[src/rtl/imlt_pipe_unit_pkg.sv]
// Shared TPU execute-stage types: data width, command token and multiplier mode.
// Holds the typedefs and constants used by the pipelined multiplier and its bus.
package pkg_tpu;

    localparam int WIDTH_DATA     = 32;
    localparam int MLT_STAGES_DEF = 3;

    typedef logic [WIDTH_DATA-1:0] data_t;

    // Bit order matches OpCode[1:0]: hi in bit 1, sgn in bit 0.
    typedef struct packed {
        logic hi;
        logic sgn;
    } mlt_mode_t;

    typedef struct packed {
        logic [3:0] OpCode;
    } exe_op_t;

    typedef struct packed {
        exe_op_t    op;
        logic [4:0] rd;
        logic [6:0] tag;
    } pipe_exe_tmp_t;

    function automatic mlt_mode_t mlt_mode(input logic [1:0] opc);
        return mlt_mode_t'(opc);
    endfunction

endpackage

[src/rtl/imlt_pipe_unit_if.sv]
// Issue/result bus of the pipelined multiplier; the issuer is master, the unit is slave.
interface imlt_pipe_unit_if import pkg_tpu::*; #(
    parameter int  WIDTH_D = WIDTH_DATA,
    parameter type TYPE    = pipe_exe_tmp_t
);
    logic               I_En;
    logic               I_Stall;
    logic [WIDTH_D-1:0] I_Data1;
    logic [WIDTH_D-1:0] I_Data2;
    TYPE                I_Token;
    logic               O_Valid;
    logic [WIDTH_D-1:0] O_Data;
    TYPE                O_Token;
    logic               O_Busy;

    modport master (
        output I_En, I_Stall, I_Data1, I_Data2, I_Token,
        input  O_Valid, O_Data, O_Token, O_Busy
    );

    modport slave (
        input  I_En, I_Stall, I_Data1, I_Data2, I_Token,
        output O_Valid, O_Data, O_Token, O_Busy
    );
endinterface

[src/rtl/imlt_pipe_unit_reg.sv]
// One pipeline stage: valid, payload and token, frozen while en=0.
// Empty slots are loaded as all-zero so bubbles never leak stale data.
module imlt_pipe_reg #(
    parameter int  DW   = 8,
    parameter type TYPE = logic
) (
    input  logic          clock,
    input  logic          reset,
    input  logic          en,
    input  logic          vld_in,
    input  logic [DW-1:0] data_in,
    input  TYPE           tok_in,
    output logic          vld,
    output logic [DW-1:0] data,
    output TYPE           tok
);
    always_ff @(posedge clock) begin
        if (reset) begin
            vld  <= 1'b0;
            data <= '0;
            tok  <= '0;
        end else if (en) begin
            vld  <= vld_in;
            data <= vld_in ? data_in : '0;
            tok  <= vld_in ? tok_in : '0;
        end
    end
endmodule

[src/rtl/imlt_pipe_unit.sv]
// Pipelined signed/unsigned WIDTH_D x WIDTH_D multiplier with half select and stall.
// Sign-magnitude datapath: abs in stage 0, unsigned multiply in stage 1, negate+select last.
module imlt_pipe_unit import pkg_tpu::*; #(
    parameter type TYPE       = pipe_exe_tmp_t,
    parameter int  NUM_STAGES = MLT_STAGES_DEF,
    parameter int  WIDTH_D    = WIDTH_DATA
) (
    input logic             clock,
    input logic             reset,
    imlt_pipe_unit_if.slave bus
);
    localparam int W  = WIDTH_D;
    localparam int PW = 2*W + 2;  // {neg, hi, 2W payload}

    // Payload after conditioning: {neg, hi, |a|, |b|}. -2^(W-1) maps to 2^(W-1) unsigned.
    function automatic logic [PW-1:0] cond_ops(input logic [W-1:0] a, input logic [W-1:0] b,
                                               input mlt_mode_t m);
        logic         sa, sb;
        logic [W-1:0] ma, mb;
        sa = m.sgn & a[W-1];
        sb = m.sgn & b[W-1];
        ma = sa ? -a : a;
        mb = sb ? -b : b;
        return {sa ^ sb, m.hi, ma, mb};
    endfunction

    function automatic logic [PW-1:0] mul_mag(input logic [PW-1:0] c);
        logic [2*W-1:0] p;
        p = {{W{1'b0}}, c[2*W-1:W]} * {{W{1'b0}}, c[W-1:0]};
        return {c[PW-1:PW-2], p};
    endfunction

    function automatic logic [W-1:0] fin_res(input logic [PW-1:0] c);
        logic [2*W-1:0] p;
        p = c[PW-1] ? -c[2*W-1:0] : c[2*W-1:0];
        return c[PW-2] ? p[2*W-1:W] : p[W-1:0];
    endfunction

    logic [NUM_STAGES-1:0] vld_pipe;
    logic                  en;

    assign en = ~bus.I_Stall;

    for (genvar i = 0; i < NUM_STAGES; i++) begin : g_stg
        localparam int DWI = (i == NUM_STAGES-1) ? W : PW;
        logic [DWI-1:0] din, q;
        logic           vin;
        TYPE            tin, tq;

        if (i == 0) begin : g_in
            assign vin = bus.I_En;
            assign tin = bus.I_Token;
            if (NUM_STAGES == 1) begin : g_one
                assign din = fin_res(mul_mag(cond_ops(bus.I_Data1, bus.I_Data2,
                                                      mlt_mode(bus.I_Token.op.OpCode[1:0]))));
            end else begin : g_cond
                assign din = cond_ops(bus.I_Data1, bus.I_Data2,
                                      mlt_mode(bus.I_Token.op.OpCode[1:0]));
            end
        end else begin : g_mid
            assign vin = vld_pipe[i-1];
            assign tin = g_stg[i-1].tq;
            if (i == 1 && i == NUM_STAGES-1) begin : g_mul_fin
                assign din = fin_res(mul_mag(g_stg[i-1].q));
            end else if (i == NUM_STAGES-1) begin : g_fin
                assign din = fin_res(g_stg[i-1].q);
            end else if (i == 1) begin : g_mul
                assign din = mul_mag(g_stg[i-1].q);
            end else begin : g_pass
                assign din = g_stg[i-1].q;
            end
        end

        imlt_pipe_reg #(.DW(DWI), .TYPE(TYPE)) u_reg (
            .clock   (clock),
            .reset   (reset),
            .en      (en),
            .vld_in  (vin),
            .data_in (din),
            .tok_in  (tin),
            .vld     (vld_pipe[i]),
            .data    (q),
            .tok     (tq)
        );
    end

    assign bus.O_Valid = vld_pipe[NUM_STAGES-1];
    assign bus.O_Data  = g_stg[NUM_STAGES-1].q;
    assign bus.O_Token = g_stg[NUM_STAGES-1].tq;
    assign bus.O_Busy  = |vld_pipe;

endmodule
[src/flat_wrapper.sv]
// flat-port wrapper written by rule: the top's interface ports become plain ports
module imlt_pipe_unit_flat import pkg_tpu::*;
#(
    parameter type TYPE       = pipe_exe_tmp_t,
    parameter int  NUM_STAGES = MLT_STAGES_DEF,
    parameter int  WIDTH_D    = WIDTH_DATA
)
  (clock, reset, bus_I_En, bus_I_Stall, bus_I_Data1, bus_I_Data2, bus_I_Token, bus_O_Valid, bus_O_Data, bus_O_Token, bus_O_Busy);
  imlt_pipe_unit_if #(.WIDTH_D(WIDTH_D), .TYPE(TYPE)) bus_i ();
  input logic clock;
  input logic reset;
  input wire logic [$bits(bus_i.I_En)-1:0] bus_I_En;
  input wire logic [$bits(bus_i.I_Stall)-1:0] bus_I_Stall;
  input wire logic [$bits(bus_i.I_Data1)-1:0] bus_I_Data1;
  input wire logic [$bits(bus_i.I_Data2)-1:0] bus_I_Data2;
  input wire logic [$bits(bus_i.I_Token)-1:0] bus_I_Token;
  output wire logic [$bits(bus_i.O_Valid)-1:0] bus_O_Valid;
  output wire logic [$bits(bus_i.O_Data)-1:0] bus_O_Data;
  output wire logic [$bits(bus_i.O_Token)-1:0] bus_O_Token;
  output wire logic [$bits(bus_i.O_Busy)-1:0] bus_O_Busy;
  assign bus_i.I_En = bus_I_En;
  assign bus_i.I_Stall = bus_I_Stall;
  assign bus_i.I_Data1 = bus_I_Data1;
  assign bus_i.I_Data2 = bus_I_Data2;
  assign bus_i.I_Token = bus_I_Token;
  assign bus_O_Valid = bus_i.O_Valid;
  assign bus_O_Data = bus_i.O_Data;
  assign bus_O_Token = bus_i.O_Token;
  assign bus_O_Busy = bus_i.O_Busy;
  imlt_pipe_unit #(.TYPE(TYPE), .NUM_STAGES(NUM_STAGES), .WIDTH_D(WIDTH_D)) u_core (.clock(clock), .reset(reset), .bus(bus_i));
endmodule
[config.mk]
export PLATFORM = sky130hd
export DESIGN_NAME = imlt_pipe_unit_flat
export DESIGN_NICKNAME = d
export VERILOG_FILES = /design/src/rtl/imlt_pipe_unit_pkg.sv /design/src/rtl/imlt_pipe_unit_if.sv /design/src/rtl/imlt_pipe_unit_reg.sv /design/src/rtl/imlt_pipe_unit.sv /design/src/flat_wrapper.sv
export SDC_FILE = /design/constraint.sdc
export NUM_CORES = 2
export LEC_CHECK = 0
export CAP_MARGIN = 20
export CORE_MARGIN = 3
export CORE_UTILIZATION = 25
export CTS_BUF_LIST = sky130_fd_sc_hd__clkbuf_16
export DETAILED_ROUTE_END_ITERATION = 10
export GPL_TIMING_DRIVEN = 0
export PLACE_DENSITY = 0.39
export SETUP_SLACK_MARGIN = 0.2
export SLEW_MARGIN = 20
export SYNTH_ARGS = -nofsm -noshare
export SYNTH_HDL_FRONTEND = slang
export SYNTH_SLANG_ARGS = --single-unit
[constraint.sdc]
create_clock -name clock -period 13.8 [get_ports clock]
set_input_delay 2.76 -clock clock [delete_from_list [all_inputs] [get_ports clock]]
set_output_delay 2.76 -clock clock [all_outputs]
set_load 0.01 [all_outputs]
# Word level (Yosys, flattened, before mapping)
# Cells that the tools add are included.
[classes]
n_mux = 10
reduce_logical = 1
bitwise = 3
add_sub_neg = 3
mul = 1
[ops]
columns = ["op", "count"]
rows = [
  ["2-to-1 mux 66 bit", 2],
  ["2-to-1 mux 32 bit", 4],
  ["multiplier 32 x 32 -> 64 bit", 1],
  ["2-to-1 mux 64 bit", 1],
  ["negation 32 bit", 2],
  ["negation 64 bit", 1],
  ["2-to-1 mux 16 bit", 3],
  ["OR reduction 3 bit", 1],
  ["bitwise AND 1 bit", 2],
  ["XOR 1 bit", 1],
]
[word_totals]
output_inout_bits = 50
reg_bits = 215
in_bits = 84
elab_cells = 33

# Logic depth before layout (Yosys ltp)
[logic_depth]
word_depth = 4
mapped_depth = 27
ltp_nobuf = 25

# Cells and area by module
# A second synthesis with hierarchy kept.
[unflattened]
cells_unflattened = 5158
area_unflattened_um2 = 44855.5
[modules_own_cells]
columns = ["mod", "seq_area_each_um2", "cells_each", "area_per_inst_um2", "instances"]
rows = [
  ["imlt_pipe_unit", 0.0, 4208, 36567.6, 1],
  ["imlt_pipe_reg at u_core.g_stg[0].u_reg ...", 1661.6, 367, 3191.8, 2],
  ["imlt_pipe_reg at u_core.g_stg[2].u_reg", 980.9, 216, 1904.3, 1],
]

# Least setup slack after synthesis
# Ideal clock, no wire load.
[synth_timing]
path_kind = "reg2reg"
start = "reg u_core.g_stg[0].u_reg.data[48]"
end = "reg u_core.g_stg[1].u_reg.data[60]"
slack_ns = 6.743
setup_time_ns = 0.129
stages_incl_launch_ff = 26
arrival_time_ns = 6.928
synth_period_minus_slack_ns = 7.057
required_time_ns = 13.671
n_path_buf = 2
cell_sequence = "dfxtp_1 -> clkbuf_1 -> and2_1 -> fa_1 -> inv_1 -> fa_1 -> fa_1 -> fa_1 -> inv_1 -> fa_1 -> inv_1 -> fa_1 -> inv_1 -> fa_1 -> fa_1 -> ha_1 -> clkbuf_1 -> and4_1 -> nand2_1 -> o211a_1 -> or3_1 -> a311oi_1 -> o31ai_1 -> o21ai_1 -> xnor2_1 -> o21ai_0"
[synth_via]
elab_chain_cells = 2
[synth_rtl]
columns = ["element", "line", "text"]
rows = [
  ["start: declaration", "imlt_pipe_unit_reg.sv:14", "output logic [DW-1:0] data,"],
  ["start signal: assignment", "imlt_pipe_unit_reg.sv:24", "data <= vld_in ? data_in : '0;"],
  ["multiplier 32 x 32 -> 64 bit", "imlt_pipe_unit.sv:29", "p = {{W{1'b0}}, c[2*W-1:W]} * {{W{1'b0}}, c[W-1:0]};"],
  ["2-to-1 mux 66 bit", "imlt_pipe_unit_reg.sv:24", ""],
  ["end signal: assignment", "imlt_pipe_unit_reg.sv:24", ""],
  ["end: declaration", "imlt_pipe_unit_reg.sv:14", ""],
]
# No other way between the ends.
# A chain may end at the register's enable or synchronous reset.

# Final worst setup path
[layout_timing]
start = "reg u_core.g_stg[0].u_reg.data[12]"
end = "reg u_core.g_stg[1].u_reg.data[55]"
# Same word-level chain as after synthesis.

==> flow_summary.json <==
{
  "power.ir.vdd_worst_mv": 0.1003,
  "sw_frac_of_total": 0.4077,
  "starting_density": 0.2522,
  "cts.reportedPaths.clkPinSlew_ns": 0.06,
  "critical-path-top-cell-by-count": "fa_1",
  "insertion_delay_ns": 0.63,
  "hold_violations": 0,
  "synthFlopType": "dfxtp_1",
  "worst-setup-path-type": "reg2reg",
  "min_to": "u_core.g_stg[2].u_reg.data[27]$_SDFFE_PP0N_",
  "count_of_antenna_violating_nets_left_after_detailed_routing": 0,
  "part_of_the_yosys_area_used_for_sequential_elements": 0.09825,
  "floorplan.rows": 152,
  "report.final.slew_viol_count": 0,
  "setup_viol_count_final": 0,
  "synth.area.top_cells": "fa_1, dfxtp_1, and2_1, ha_1, inv_1",
  "critical_path_top_delay_cell": "dfxtp_1",
  "synth-edff-count": 0,
  "ff2ff_path_depth": 23,
  "area.growth.synth_to_final_pct": 12.23,
  "synthesis.yosys.warnings": 0,
  "hold_path.startpoint": "u_core.g_stg[2].u_reg.data[27]$_SDFFE_PP0N_",
  "clock_skew_ns": 0.02195,
  "tritoncts_clock_tree": "yes",
  "cpPeakStageDelay_ns": 1.00,
  "cellPowerDensity_mw_per_mm2": 44.32,
  "detailedRoute.firstIterationViolations": 2780,
  "syn_inst": 4912,
  "status": "finished clean",
  "gpl.final_weighted_congestion": 0.9492,
  "core-area_sq_mm": 0.1721,
  "ctsRootBufferMaster": "clkbuf_16",
  "setup-tns-final_ns": 0,
  "post_route_cells_drive_above_1_share": 0.01960,
  "grt_first_pass_wirelength_microns": 284900,
  "ios": 134,
  "syn_area_sq_mm": 0.04340,
  "postCtsHoldBufs": 0,
  "post_layout_nonfiller_instances": 7434,
  "leakage_uw": 0.02241,
  "cp_data_arrival_time_ns": 10.95,
  "yosysTopAreaCell": "fa_1",
  "worst_hold_slack_ns": 0.4537,
  "cts_buffer_depth": 3,
  "overall_via_count_from_detail_route": 35620,
  "r2r_end": "u_core.g_stg[1].u_reg.data[55]$_SDFFE_PP0N_",
  "class_of_the_tightest_hold_or_removal_check": "reg2reg",
  "synth.lib_cells_used.distinct": 82,
  "drt-pass1-iter-count": 7,
  "io_buffers": 133,
  "synth.ff_latch_count": 213,
  "combinational_cell_fraction_of_total_power": 0.329,
  "crit_path_max_fanout": 10,
  "mappedNetlistNets": 6158,
  "cp-start-kind": "flip-flop",
  "drv_cap": 0,
  "worstReg2RegStart": "u_core.g_stg[0].u_reg.data[12]$_SDFFE_PP0N_",
  "synth_top_area_share": 0.4133,
  "cts-buffers-inserted": 28,
  "worst_ep_required_ns": 14.30,
  "critPathTopFamily": "adder cells",
  "grt_pass1_vias": 36940,
  "htree_num_levels": 1,
  "fp.dieW_microns": 422.7,
  "cellInternalPower_uw": 1279,
  "antenna_found_initial": 34,
  "routed_wl_microns": 202600,
  "min_period_over_period": 0.7571,
  "cts_sinks": 213,
  "timing.critical_path.cells": "clkbuf_1, and2_1, fa_1, inv_1, fa_1, fa_1, fa_1, inv_1, fa_1, fa_1, fa_1, fa_1, ha_1, clkbuf_1, nand2_1, nor2_1, nand2_1, a2111oi_0, a21boi_0, o21ai_1, a21oi_1, or4_1, nand3_1",
  "detailedPlacementHpwl_microns": 169800,
  "reg2reg_setup_slack_ns": 3.35,
  "synth_area_per_cell_sq_um": 8.836,
  "drt-vias-per-instance": 4.791,
  "fmaxAchievable_mhz": 95.71,
  "globalRouteOverflowTotal": 0,
  "path_buf_inv": 4,
  "number_of_remaining_drc_errors": 0,
  "holdPathStages": 1,
  "slew-limit-headroom": 0.1793,
  "grtUsageTotal": 0.2246,
  "power.share.clock": 0.362,
  "place_inst": 7358,
  "min_tclk_post_route_ns": 10.45,
  "timing.final.ws_setup_ns": 3.352,
  "tightest_slew_ns": 1.231,
  "cts_repair_resize_count": 0,
  "crit_path_start": "u_core.g_stg[0].u_reg.data[12]$_SDFFE_PP0N_",
  "switching_power_uw": 880.1,
  "die_h_microns": 422.7,
  "route.detailed.wl_per_inst_microns": 27.25,
  "async_flop_share": 0,
  "cts_post_setup_buffers_inserted": 0,
  "power_frac_seq": 0.309,
  "final_nets": 6327,
  "design.die.area_sq_mm": 0.1786,
  "worst_setup_path_end_kind": "flip-flop",
  "worst_setup_timing_slack_at_the_placement_stage_ns": 3.736,
  "grt_setup_unrepaired": "no",
  "grt_start_max_net_pins": 16
}
-- stage by stage --
step | instance area [sq um] | utilization | total power, uW
6_report | 48710 | 0.2830 | 2159
3_5_place_dp | 47690 | 0.2771 | 1384
5_1_grt | 48680 | 0.2828 | 2243
4_1_cts | 48630 | 0.2825 | 2178
3_3_place_gp | 47620 | 0.2767 | 1385
2_1_floorplan | 43400 | - | 1018
-- cell usage in the layout (no fill, tap or decap), types with 13 or more instances in the layout --
master and n:
nor2b_1 14, a21oi_1 118, clkbuf_1 279, clkdlybuf4s50_1 133, o21ai_0 116, and2_1 598
nand4_1 27, ha_1 266, nor3_1 22, diode_2 22, o31ai_1 24, a211oi_1 13
inv_1 873, nand3_1 31, fa_1 896, or3_1 13, clkbuf_16 28, dfxtp_1 213
nand2_1 607, clkbuf_2 20, a21o_1 46, xnor2_1 70, a22oi_1 121, and3_1 13
nor2_1 231, o21ai_1 18, xor2_1 83
-- worst reg2reg max path, stage by stage, from the launching register on --
cell and delay [ns]:
dfxtp_1 1.00, clkbuf_1 0.91, and2_1 0.30, fa_1 0.43, inv_1 0.08, fa_1 0.46
fa_1 0.53, fa_1 0.53, inv_1 0.08, fa_1 0.54, fa_1 0.48, fa_1 0.49
fa_1 0.53, ha_1 0.30, clkbuf_1 0.41, nand2_1 0.16, nor2_1 0.40, nand2_1 0.23
a2111oi_0 0.31, a21boi_0 0.98, o21ai_1 0.35, a21oi_1 0.55, or4_1 0.19, nand3_1 0.07
-- kinds of logic after synthesis --
family	Yosys count	synth area share
AOI/OAI and AO/OA	577	0.08902
muxes	4	0.001268
DFF	213	0.09825
buffers and inverters	1174	0.1015
adders and majority gates	1162	0.4900
and+or+nand+nor	1629	0.1891
xor gates and xnor gates	153	0.03088
-- Yosys cell counts (all sizes together) (14+ instances only) --
master  count
a21o       46
a21oi     118
a22oi     121
and2      598
clkbuf    299
dfxtp     213
fa        896
ha        266
inv       870
nand2     607
nand3      32
nand4      30
nor2      232
nor2b      14
nor3       25
nor4       16
o21ai     134
o31ai      28
o41ai      14
or3        14
or4        16
xnor2      70
xor2       83
-- cell type report --
type | instances | area [sq um]
fill | 18730 | 123400
multi-input combinational | 3525 | 34740
sequential | 213 | 4264
inverter | 870 | 3266
tap | 2310 | 2890
timing repair buffer | 139 | 1389
buffer | 304 | 1166
clock buffer | 28 | 700.7
clock inverter | 23 | 239.0
antenna | 22 | 55.05
-- worst max-delay path by stage --
stage | endpoint | slack (ns) | cells after the start
finish | u_core.g_stg[1].u_reg.data[55]$_SDFFE_PP0N_ | 3.35 | 23
global route | u_core.g_stg[1].u_reg.data[63]$_SDFFE_PP0N_ | 3.26 | 23
CTS | u_core.g_stg[1].u_reg.data[55]$_SDFFE_PP0N_ | 3.71 | 23
detailed placement | u_core.g_stg[1].u_reg.data[55]$_SDFFE_PP0N_ | 3.74 | 23
global placement | u_core.g_stg[1].u_reg.data[55]$_SDFFE_PP0N_ | 3.74 | 23
floorplan | u_core.g_stg[1].u_reg.data[60]$_SDFFE_PP0N_ | 6.74 | 25
-- state kept, by name (all words and copies together), names as in the netlist --
| register | count |
|---|---|
| u_core.g_stg.u_reg.data | 164 |
| u_core.g_stg.u_reg.tok | 46 |
| u_core.g_stg.u_reg.vld | 3 |
-- power by group through the flow --
| stage | clock, uW | sequential, uW | combinational (uW) |
|---|---|---|---|
| detailed placement | 0 | 679 | 705 |
| global placement | 0 | 679 | 706 |
| global route | 822 | 666 | 755 |
| floorplan | 0 | 652 | 367 |
| finish | 781 | 667 | 711 |
| CTS | 802 | 665 | 711 |
-- layer usage --
metal	up-vias	routed length, microns	GRT usage
li1	15480	-	-
met1	18750	88340	0.3040
met2	1142	93240	0.3613
met3	245	9544	0.01928
met4	0	11430	0.1079
met5	-	0	0
(Power assumes the default switching activity.)
